$ cat config.mk
export PLATFORM = sky130hd
export DESIGN_NAME = i2c_pattern_monitor
export DESIGN_NICKNAME = d
export VERILOG_FILES = /design/src/rtl/i2c_pattern_monitor.sv
export SDC_FILE = /design/constraint.sdc
export NUM_CORES = 1
export LEC_CHECK = 0
export BUFFER_PORTS_ARGS = -buffer_cell sky130_fd_sc_hd__buf_2
export CORE_UTILIZATION = 40
export CTS_BUF_LIST = sky130_fd_sc_hd__clkbuf_2 sky130_fd_sc_hd__clkbuf_4 sky130_fd_sc_hd__clkbuf_8
export DETAILED_ROUTE_END_ITERATION = 7
export PLACE_DENSITY = 0.72
export SYNTH_ARGS = -nofsm -noshare
export SYNTH_HDL_FRONTEND = slang
export SYNTH_SLANG_ARGS = --single-unit
$ cat constraint.sdc
create_clock -name clk -period 4.8 [get_ports clk]
set_input_delay 0.48 -clock clk [delete_from_list [all_inputs] [get_ports clk]]
set_output_delay 0.48 -clock clk [all_outputs]
set_load 0.02 [all_outputs]
$ cat src/rtl/i2c_pattern_monitor.sv
// Passive I2C monitor: oversamples SCL/SDA, finds START/STOP, deserialises bytes and
// checks the first NUM_BYTES bytes after each START against a runtime pattern/mask.
module i2c_pattern_monitor #(
    parameter int NUM_BYTES    = 4,
    parameter int SYNC_STAGES  = 2,
    parameter int ACK_REQUIRED = 1,
    localparam int CW          = $clog2(NUM_BYTES + 1)
) (
    input  logic                   clk,
    input  logic                   reset,
    input  logic                   scl_in,
    input  logic                   sda_in,
    input  logic [NUM_BYTES*8-1:0] pattern,
    input  logic [NUM_BYTES*8-1:0] mask,
    output logic                   match,
    output logic                   mismatch,
    output logic                   busy,
    output logic                   byte_valid,
    output logic [7:0]             data_byte,
    output logic [CW-1:0]          byte_count,
    output logic [1:0]             state
);

    typedef enum logic [1:0] {
        IDLE  = 2'd0,
        SHIFT = 2'd1,
        ACK   = 2'd2,
        SKIP  = 2'd3
    } state_e;

    state_e                 state_q;
    logic [SYNC_STAGES-1:0] scl_sync_q;
    logic [SYNC_STAGES-1:0] sda_sync_q;
    logic                   scl_p_q;
    logic                   sda_p_q;
    logic [7:0]             shift_q;
    logic [7:0]             byte_q;
    logic [2:0]             bit_cnt_q;
    logic                   fail_q;
    logic                   busy_q;
    logic                   match_q;
    logic                   mismatch_q;
    logic                   byte_valid_q;
    logic [7:0]             data_byte_q;
    logic [CW-1:0]          byte_count_q;

    logic          scl_s;
    logic          sda_s;
    logic          scl_rise;
    logic          start_ev;
    logic          stop_ev;
    logic [7:0]    pat_sel;
    logic [7:0]    msk_sel;
    logic [7:0]    shift_d;
    logic          fail_d;
    logic          ack_bad_d;
    logic [CW-1:0] byte_count_d;

    assign scl_s = scl_sync_q[SYNC_STAGES-1];
    assign sda_s = sda_sync_q[SYNC_STAGES-1];

    // START/STOP need SCL steady high across both samples, so an SDA edge that lands
    // in the same sample as an SCL edge is never taken as a bus condition.
    assign scl_rise = scl_s & ~scl_p_q;
    assign start_ev = scl_s & scl_p_q & sda_p_q & ~sda_s;
    assign stop_ev  = scl_s & scl_p_q & ~sda_p_q & sda_s;

    always_comb begin
        pat_sel = 8'h00;
        msk_sel = 8'h00;
        for (int i = 0; i < NUM_BYTES; i++) begin
            if (byte_count_q == CW'(i)) begin
                pat_sel = pattern[(NUM_BYTES-1-i)*8 +: 8];
                msk_sel = mask[(NUM_BYTES-1-i)*8 +: 8];
            end
        end
    end

    assign shift_d      = {shift_q[6:0], sda_s};
    assign fail_d       = ((shift_d ^ pat_sel) & msk_sel) != 8'h00;
    assign ack_bad_d    = (ACK_REQUIRED != 0) && sda_s;
    assign byte_count_d = byte_count_q + CW'(1);

    always_ff @(posedge clk) begin
        if (reset) begin
            scl_sync_q   <= '1;
            sda_sync_q   <= '1;
            scl_p_q      <= 1'b1;
            sda_p_q      <= 1'b1;
            state_q      <= IDLE;
            shift_q      <= 8'h00;
            byte_q       <= 8'h00;
            bit_cnt_q    <= 3'd0;
            fail_q       <= 1'b0;
            busy_q       <= 1'b0;
            match_q      <= 1'b0;
            mismatch_q   <= 1'b0;
            byte_valid_q <= 1'b0;
            data_byte_q  <= 8'h00;
            byte_count_q <= '0;
        end else begin
            scl_sync_q   <= {scl_sync_q[SYNC_STAGES-2:0], scl_in};
            sda_sync_q   <= {sda_sync_q[SYNC_STAGES-2:0], sda_in};
            scl_p_q      <= scl_s;
            sda_p_q      <= sda_s;
            match_q      <= 1'b0;
            mismatch_q   <= 1'b0;
            byte_valid_q <= 1'b0;

            if (start_ev) begin
                busy_q       <= 1'b1;
                state_q      <= SHIFT;
                bit_cnt_q    <= 3'd0;
                byte_count_q <= '0;
                fail_q       <= 1'b0;
            end else if (stop_ev) begin
                busy_q    <= 1'b0;
                state_q   <= IDLE;
                bit_cnt_q <= 3'd0;
            end else if (scl_rise) begin
                case (state_q)
                    SHIFT: begin
                        shift_q   <= shift_d;
                        bit_cnt_q <= bit_cnt_q + 3'd1;
                        if (bit_cnt_q == 3'd7) begin
                            byte_q  <= shift_d;
                            fail_q  <= fail_d;
                            state_q <= ACK;
                        end
                    end
                    ACK: begin
                        byte_valid_q <= 1'b1;
                        data_byte_q  <= byte_q;
                        if (fail_q || ack_bad_d) begin
                            mismatch_q <= 1'b1;
                            state_q    <= SKIP;
                        end else begin
                            byte_count_q <= byte_count_d;
                            if (byte_count_d == CW'(NUM_BYTES)) begin
                                match_q <= 1'b1;
                                state_q <= SKIP;
                            end else begin
                                state_q   <= SHIFT;
                                bit_cnt_q <= 3'd0;
                            end
                        end
                    end
                    default: ;
                endcase
            end
        end
    end

    assign match      = match_q;
    assign mismatch   = mismatch_q;
    assign busy       = busy_q;
    assign byte_valid = byte_valid_q;
    assign data_byte  = data_byte_q;
    assign byte_count = byte_count_q;
    assign state      = state_q;

endmodule

==> metrics.md, run 1 <==
| Metric | Value |
|---|---|
| Run status | finished clean |
| Hold Startpoint | scl_in |
| CTS Buf Count | 5 |
| Mapped cell area | 0.00230 sq mm |
| Starting DRT DRC Count | 94 |
| Fraction of registers with async set or reset after synthesis | 0% |
| Setup total negative slack | 0 ps |
| Skew final | 13.2 ps |
| Max cap viols | 0 |
| Area growth, synth to finish | 22.2% |
| Vias | 2295 |
| Worst hold path type | input pin to flop |
| CTS Sinks | 42 |
| PortBufs | 84 |
| Slew HR | 42.3% |
| Avg Cell Area, Syn | 8.00 sq um |
| Fin nets | 437 |
| ANT cells | 0 |
| Avg WL per Cell | 13.1 um |
| Critical Path Max Stage Delay | 570 ps |
| Crit. End Element | flop |
| Hold Crit Endpoint | scl_sync_q[0] |
| Post-Syn Instances | 287 |
| Worst-path maximum fanout | 28 |
| Die X | 77.8 um |
| Setup Buffers After CTS | 0 |
| Register area | 841 sq um |
| Synth Register Bits | 42 |
| Syn. warnings | 0 |
| GR Overflow Total | 0 |
| Detail Placement HPWL | 4280 um |
| Row count | 27 |
| Largest net degree at the start of global routing | 34 |
| Post-CTS resize count | 0 |
| Core area | 0.00551 sq mm |
| Initial antenna violation count | 0 |
| Buffers and inverters on the worst path | 1 |
| GR Layer Usage met3 | 5.06% |
| IO Count | 85 |
| Final wirelength | 5680 um |
| Grt peak-use layer | met2 |
| Worst-case reg-to-reg path depth | 8 |
| Die Span Y | 77.8 um |
| Final setup fails | 0 |
| Die area | 0.00605 sq mm |
| Static Leakage | 1.18 nW |
| Vias in the first global route | 2173 |
| Commonest non-fill, non-tap cells in the layout | 84 x buf_2, 45 x nand2_1, 42 x dfxtp_1 |
| EDFF count, synth | 0 |
| Vias per Instance | 5.30 |
| Clock-pin slew on the worst setup and hold paths | 90 ps |
| Unique masters post-synth | 49 |
| Least-Margin Pin Slew | 866 ps |
| RD Place Congestion | 0.832 |
| Final period util | 54.1% |
| Reg-to-reg endpoint | fail_q |
| Fmax | 385 MHz |
| Main synth FF type | dfxtp_1 |
| Antenna Nets Post-Route | 0 |
| Initial Utilization | 41.7% |
| R2r startpoint | byte_count[2] |
| H-tree levels | 2 |
| # fillers | 530 |
| TritonCTS clock tree | yes |
| Reg2Reg Setup Slack | 2200 ps |
| Critical path arrival | 2780 ps |
| Max-slew violations | 0 |
| Tmin final | 2600 ps |
| Power Density | 235 mW/mm^2 |
| Clk buf depth | 2 |
| CTS root buffer | clkbuf_8 |
| Clk_lat worst skew | 310 ps |
| Final Hold Viols | 0 |
| Remaining DRCs | 0 |
| All-Layer GR Usage | 19.1% |
| Hold Path Depth | 2 |
| CP delay by family, top | compound AO/OA/AOI/OAI gates |
| Sequential element share of the synthesized area | 36.6% |
| RSZ-0062 raised after global routing | no |
| Worst EP required | 4980 ps |
| Share of cells above drive strength 1 | 29.6% |
| Layout Cells excl Fill | 433 |
| Dpl cells | 425 |
| WS Path Type | flop to flop |
| Setup crit start kind | flop |
| Critical path cell sequence | inv_1 > ha_1 > or2_0 > a221oi_1 > o21ai_0 > a32o_1 > a211oi_2 > a31oi_1 |
| CP max stage cell | dfxtp_1 |
| Area occupied by multi-input gates | 0.00130 sq mm |
| Global-route wire length before repair | 9320 um |
| Final core utilization | 51.0% |
| Global-route met2 utilization | 33.8% |
| TritonRoute pass-1 iters | 7 |
| Peak supply drop | 195 uV |
| Net Count, Synth | 364 |
| Grt met1 use | 21.4% |
| Commonest non-fill, non-tap cell in the layout | buf_2 |
| Hold_buf cts | 0 |
sequential cells by signal, summed over array words and instances, names as in the netlist:
signal	cells
byte_valid	1
sda_sync_q	2
busy	1
sda_p_q	1
state	2
byte_q	8
scl_p_q	1
match	1
byte_count	3
shift_q	7
scl_sync_q	2
mismatch	1
bit_cnt_q	3
fail_q	1
data_byte	8
cells in the mapped netlist, types with 2 or more instances:
master	instances	area, sq um
mux2i_1	2	20.0
nand2_1	45	169
inv_1	13	48.8
nor2b_1	3	18.8
nand3_1	18	90.1
xor2_1	4	35.0
a21oi_1	33	165
xnor2_1	3	26.3
buf_2	5	25.0
o21bai_1	3	22.5
buf_1	3	11.3
o41ai_1	2	17.5
a21o_1	3	22.5
a2bb2oi_1	2	17.5
ha_1	9	113
a221oi_1	11	96.3
and2_1	4	25.0
a2111oi_0	2	17.5
clkbuf_1	7	26.3
a211oi_1	4	30.0
nor2_1	15	56.3
or2_2	6	37.5
a22oi_1	7	52.6
and3_1	2	12.5
buf_6	2	22.5
buf_4	2	15.0
nand3b_1	3	22.5
dfxtp_1	42	841
o21ai_0	12	60.1
cell families (layout without fill, tap and decap cells):
kind of cell / count (synthesis) / count (layout) / share of synthesized area (%)
adder cells (fa/ha/maj): 9 / 9 / 4.90
flip-flops: 42 / 42 / 36.6
XOR/XNOR: 7 / 7 / 2.67
multiplexers: 2 / 2 / 0.872
AO/OA/AOI/OAI: 90 / 90 / 26.9
AND/OR/NAND/NOR: 104 / 104 / 21.4
buffers and inverters: 33 / 107 / 6.65
worst max path at each step:
stage / end / slack [ps] / start / cells past startpoint
2_1_floorplan: fail_q / 2650 / byte_count[2] / 10
3_3_place_gp: fail_q / 2270 / byte_count[0] / 8
3_5_place_dp: fail_q / 2210 / byte_count[1] / 8
4_1_cts: fail_q / 2190 / byte_count[1] / 8
5_1_grt: fail_q / 1950 / byte_count[2] / 8
6_report: fail_q / 2200 / byte_count[2] / 8
area by class of cell:
cell class                      instances  area share (%)
Inverter                               14            1.87
Clock inverter                          3           0.847
Clock buffer                            5            2.45
Multi-Input combinational cell        212            46.4
Tap cell                               72            3.21
Sequential cell                        42            30.0
Timing Repair Buffer                   85            15.2
stage by stage:
| step | cell area [sq um] | total power, mW | setup slack [ps] | hold slack [ps] |
|---|---|---|---|---|
| after floorplan | 2300 | 0.394 | 2650 | 389 |
| after global placement | 2710 | 0.429 | 2270 | 391 |
| after detailed placement | 2710 | 0.428 | 2210 | 399 |
| after CTS | 2810 | 0.664 | 2190 | 346 |
| after global routing | 2810 | 0.681 | 1950 | 351 |
| final | 2810 | 0.659 | 2200 | 352 |
layer usage:
metal	up-vias	routed length [um]
met5	-	0
met4	0	106
met3	11	396
met2	78	2680
met1	1040	2490
li1	1166	-
where the power goes:
| group | total (mW) | internal, mW | switching (mW) |
|---|---|---|---|
| registers | 0.354 | 0.351 | 0.00302 |
| clock network | 0.238 | 0.104 | 0.134 |
| logic | 0.0663 | 0.0358 | 0.0305 |
Power figures use the tool's default switching activity.
==> inputs of run 2 (changes only) <==
==> constraint.sdc (replaced) <==
create_clock -name clk -period 2.5 [get_ports clk]
set_input_delay 0.25 -clock clk [delete_from_list [all_inputs] [get_ports clk]]
set_output_delay 0.25 -clock clk [all_outputs]
set_load 0.02 [all_outputs]
==> metrics.md, run 2 (synthesis results as in run 1) <==
| Metric | Value |
|---|---|
| H-tree levels | 2 |
| Final core utilization | 52.0% |
| RSZ-0062 raised after global routing | no |
| Crit. End Element | flop |
| ANT cells | 0 |
| Die area | 0.00605 sq mm |
| WS Path Type | flop to flop |
| Vias per Instance | 5.26 |
| Commonest non-fill, non-tap cell in the layout | buf_2 |
| Final Hold Viols | 0 |
| All-Layer GR Usage | 19.1% |
| CTS root buffer | clkbuf_8 |
| Skew final | 7.52 ps |
| Post-CTS resize count | 0 |
| Power Density | 468 mW/mm^2 |
| Global-route wire length before repair | 9290 um |
| Vias | 2304 |
| Slew HR | 63.4% |
| Final wirelength | 5710 um |
| Setup Buffers After CTS | 0 |
| Initial antenna violation count | 0 |
| R2r startpoint | byte_count[1] |
| Largest net degree at the start of global routing | 34 |
| Max cap viols | 0 |
| TritonCTS clock tree | yes |
| Dpl cell area | 0.00275 sq mm |
| Hold_buf cts | 0 |
| Total power | 1.34 mW |
| GR Overflow Total | 0 |
| Remaining DRCs | 0 |
| Reg-to-reg endpoint | fail_q |
| Fin nets | 442 |
| PortBufs | 84 |
| CTS Sinks | 42 |
| CTS Buf Count | 5 |
| # fillers | 542 |
| Setup crit start kind | flop |
| Setup total negative slack | 0 ps |
| Hold Startpoint | scl_in |
| Worst-path maximum fanout | 12 |
| Worst-case reg-to-reg path depth | 8 |
| Initial Utilization | 41.7% |
| Hold Path Depth | 2 |
| Dpl cells | 430 |
| Row count | 27 |
| Static Leakage | 1.23 nW |
| Share of cells above drive strength 1 | 30.6% |
| Worst hold path type | input pin to flop |
| Die X | 77.8 um |
| Antenna Nets Post-Route | 0 |
| Avg WL per Cell | 13.0 um |
| Least-Margin Pin Slew | 548 ps |
| Critical path arrival | 2410 ps |
| Final period util | 87.8% |
| Final setup fails | 0 |
| Clk buf depth | 2 |
| Core area | 0.00551 sq mm |
| Fmax | 456 MHz |
| Max-slew violations | 0 |
| Clock-pin slew on the worst setup and hold paths | 80 ps |
| Die Span Y | 77.8 um |
| RD Place Congestion | 0.831 |
| Clk_lat worst skew | 290 ps |
| Worst EP required | 2710 ps |
| Vias in the first global route | 2107 |
| Finished Cell Area | 0.00286 sq mm |
| Run status | finished clean |
| TritonRoute pass-1 iters | 4 |
| Reg2Reg Setup Slack | 310 ps |
| Commonest non-fill, non-tap cells in the layout | 84 x buf_2, 45 x nand2_1, 42 x dfxtp_1 |
| Detail Placement HPWL | 4300 um |
| Peak supply drop | 335 uV |
| Area growth, synth to finish | 24.7% |
| Starting DRT DRC Count | 97 |
| IO Count | 85 |
| Hold Crit Endpoint | scl_sync_q[0] |
| Layout Cells excl Fill | 438 |
| Tmin final | 2190 ps |
==> run 2: worst max path at each step <==
stage	start	to	depth (start not counted)
global placement	byte_count[1]	fail_q	8
CTS	byte_count[1]	fail_q	8
finish	byte_count[1]	fail_q	8
global route	byte_count[1]	fail_q	8
floorplan	byte_count[2]	fail_q	10
detailed placement	byte_count[1]	fail_q	8
==> run 2: worst max-delay path, stage by stage, from the launching register on <==
cell and delay [ps]:
dfxtp_1 400, inv_1 80, ha_1 270, and2b_4 370, a221oi_1 110, o41ai_1 440, and3_1 240, a211oi_2 40
a31oi_1 150
==> run 2: cell type report <==
type | instances | area [sq um] | area share [%]
sequential | 42 | 841 | 29.4
tap | 72 | 90.1 | 3.15
multi-input combinational | 212 | 1300 | 45.5
clock buffer | 5 | 68.8 | 2.40
clock inverter | 3 | 43.8 | 1.53
timing repair buffer | 90 | 465 | 16.3
inverter | 14 | 52.6 | 1.83
==> run 2: report_power, final <==
group          switching (mW)  internal [mW]
combinational          0.0590         0.0693
clock                   0.233          0.299
sequential            0.00567          0.674
total                   0.298           1.04
==> run 2: through the flow <==
step / setup WS, ps / hold slack (ps)
after floorplan: 350 / 354
after global placement: 375 / 392
after detailed placement: 335 / 396
after CTS: 290 / 131
after global routing: 58.4 / 123
final: 306 / 136
==> run 2: metal layers <==
layer	global-route usage (%)	routed length [um]	vias up
met2	32.0	2710	80
met1	23.6	2510	1040
met3	4.47	388	10
li1	-	-	1174
met5	0	0	-
met4	7.17	103	0
==> inputs of run 3 (changes only) <==
--- a/config.mk
+++ b/config.mk
@@ -6,10 +6,11 @@
 export NUM_CORES = 1
 export LEC_CHECK = 0
 export BUFFER_PORTS_ARGS = -buffer_cell sky130_fd_sc_hd__buf_2
-export CORE_UTILIZATION = 40
+export CORE_UTILIZATION = 25
 export CTS_BUF_LIST = sky130_fd_sc_hd__clkbuf_2 sky130_fd_sc_hd__clkbuf_4 sky130_fd_sc_hd__clkbuf_8
 export DETAILED_ROUTE_END_ITERATION = 7
-export PLACE_DENSITY = 0.72
+export PLACE_DENSITY = 0.51
+export REMOVE_ABC_BUFFERS = 1
 export SYNTH_ARGS = -nofsm -noshare
 export SYNTH_HDL_FRONTEND = slang
 export SYNTH_SLANG_ARGS = --single-unit
==> metrics.md, run 3 (synthesis results as in run 1) <==
| Metric | Value |
|---|---|
| Skew final | 5.92 ps |
| Vias per Instance | 4.84 |
| Initial Utilization | 26.1% |
| Global-route wire length before repair | 10800 um |
| Total power | 1.45 mW |
| Worst-path maximum fanout | 11 |
| Vias in the first global route | 2344 |
| Commonest non-fill, non-tap cell in the layout | buf_2 |
| Final core utilization | 33.3% |
| Final Hold Viols | 0 |
| Setup total negative slack | 0 ps |
| Die X | 97.8 um |
| Worst hold path type | input pin to flop |
| Commonest non-fill, non-tap cells in the layout | 84 x buf_2, 45 x nand2_1, 42 x dfxtp_1 |
| TritonRoute pass-1 iters | 6 |
| Crit. End Element | flop |
| Row count | 34 |
| Fin nets | 442 |
| H-tree levels | 2 |
| Die Span Y | 97.8 um |
| Final period util | 90.6% |
| CTS Buf Count | 5 |
| Hold_buf cts | 0 |
| Avg WL per Cell | 13.3 um |
| Max cap viols | 0 |
| CTS root buffer | clkbuf_8 |
| Setup Buffers After CTS | 0 |
| Share of cells above drive strength 1 | 30.6% |
| Clk_lat worst skew | 290 ps |
| Initial antenna violation count | 0 |
| RD Place Congestion | 0.786 |
| Static Leakage | 1.24 nW |
| Largest net degree at the start of global routing | 34 |
| DP Worst Slack | 275 ps |
| Antenna Nets Post-Route | 0 |
| Peak supply drop | 251 uV |
| Setup crit start kind | flop |
| Core area | 0.00881 sq mm |
| ANT cells | 0 |
| Failing checks | DRC |
| Worst EP required | 2670 ps |
| IO Count | 85 |
| Starting DRT DRC Count | 85 |
| Final setup fails | 0 |
| WS Path Type | flop to flop |
| TritonCTS clock tree | yes |
| GR Overflow Total | 0 |
| Clock-pin slew on the worst setup and hold paths | 80 ps |
| All-Layer GR Usage | 13.8% |
| Remaining DRCs | 10 |
| Die area | 0.00957 sq mm |
| CTS Sinks | 42 |
| Power Density | 496 mW/mm^2 |
| RSZ-0062 raised after global routing | no |
| Fmax | 442 MHz |
| Critical path arrival | 2440 ps |
| Post-CTS resize count | 0 |
| PortBufs | 84 |
| Vias | 2294 |
| Clk buf depth | 2 |
| Tmin final | 2260 ps |
| Area growth, synth to finish | 27.8% |
| Run status | finished with violations |
| Least-Margin Pin Slew | 587 ps |
| Detail Placement HPWL | 4860 um |
| Max-slew violations | 0 |
| Slew HR | 60.9% |
| Final wirelength | 6330 um |
| Setup WS post-layout | 236 ps |
## run 3: final timing paths
check                 from             to  slack, ps  cells after the start
max reg2reg  byte_count[0]         fail_q        240                      9
max          byte_count[0]         fail_q        240                      9
min reg2reg  scl_sync_q[0]  scl_sync_q[1]        410                      1
min                 scl_in  scl_sync_q[0]        140                      2
## run 3: final cells by class
type | count | area [sq um]
Clock buffer | 5 | 68.8
Clock inverter | 3 | 68.8
Multi-Input combinational cell | 212 | 1300
Inverter | 14 | 52.6
Tap cell | 108 | 135
Sequential cell | 42 | 841
Timing Repair Buffer | 90 | 465
Fill cell | 930 | 5870
## run 3: per-stage QoR
stage,cells,cell area [sq um],hold WS [ps]
CTS,474,2930,132
floorplan,268,2200,319
global route,474,2930,131
detailed placement,466,2800,394
global placement,466,2800,391
finish,474,2930,136
## run 3: metal layers
metal	share of wire [%]	wire length (um)	GRT usage, %
met3	4.6	294	3.22
met2	49	3070	23.5
met4	0.90	57	3.73
met5	0	0	0
met1	46	2910	17.4
## run 3: critical path, stage by stage, from the launching register on
cell	delay [ps]
dfxtp_1	430
inv_1	90
ha_1	340
buf_4	240
a21o_1	160
o221ai_1	210
nand3_1	120
a32o_1	280
a211oi_2	190
a31oi_1	100
## run 3: report_power, final
| part | internal (mW) | switching [mW] | total, mW |
|---|---|---|---|
| sequential | 0.674 | 0.00586 | 0.680 |
| combinational | 0.0689 | 0.0619 | 0.131 |
| clock | 0.400 | 0.244 | 0.644 |
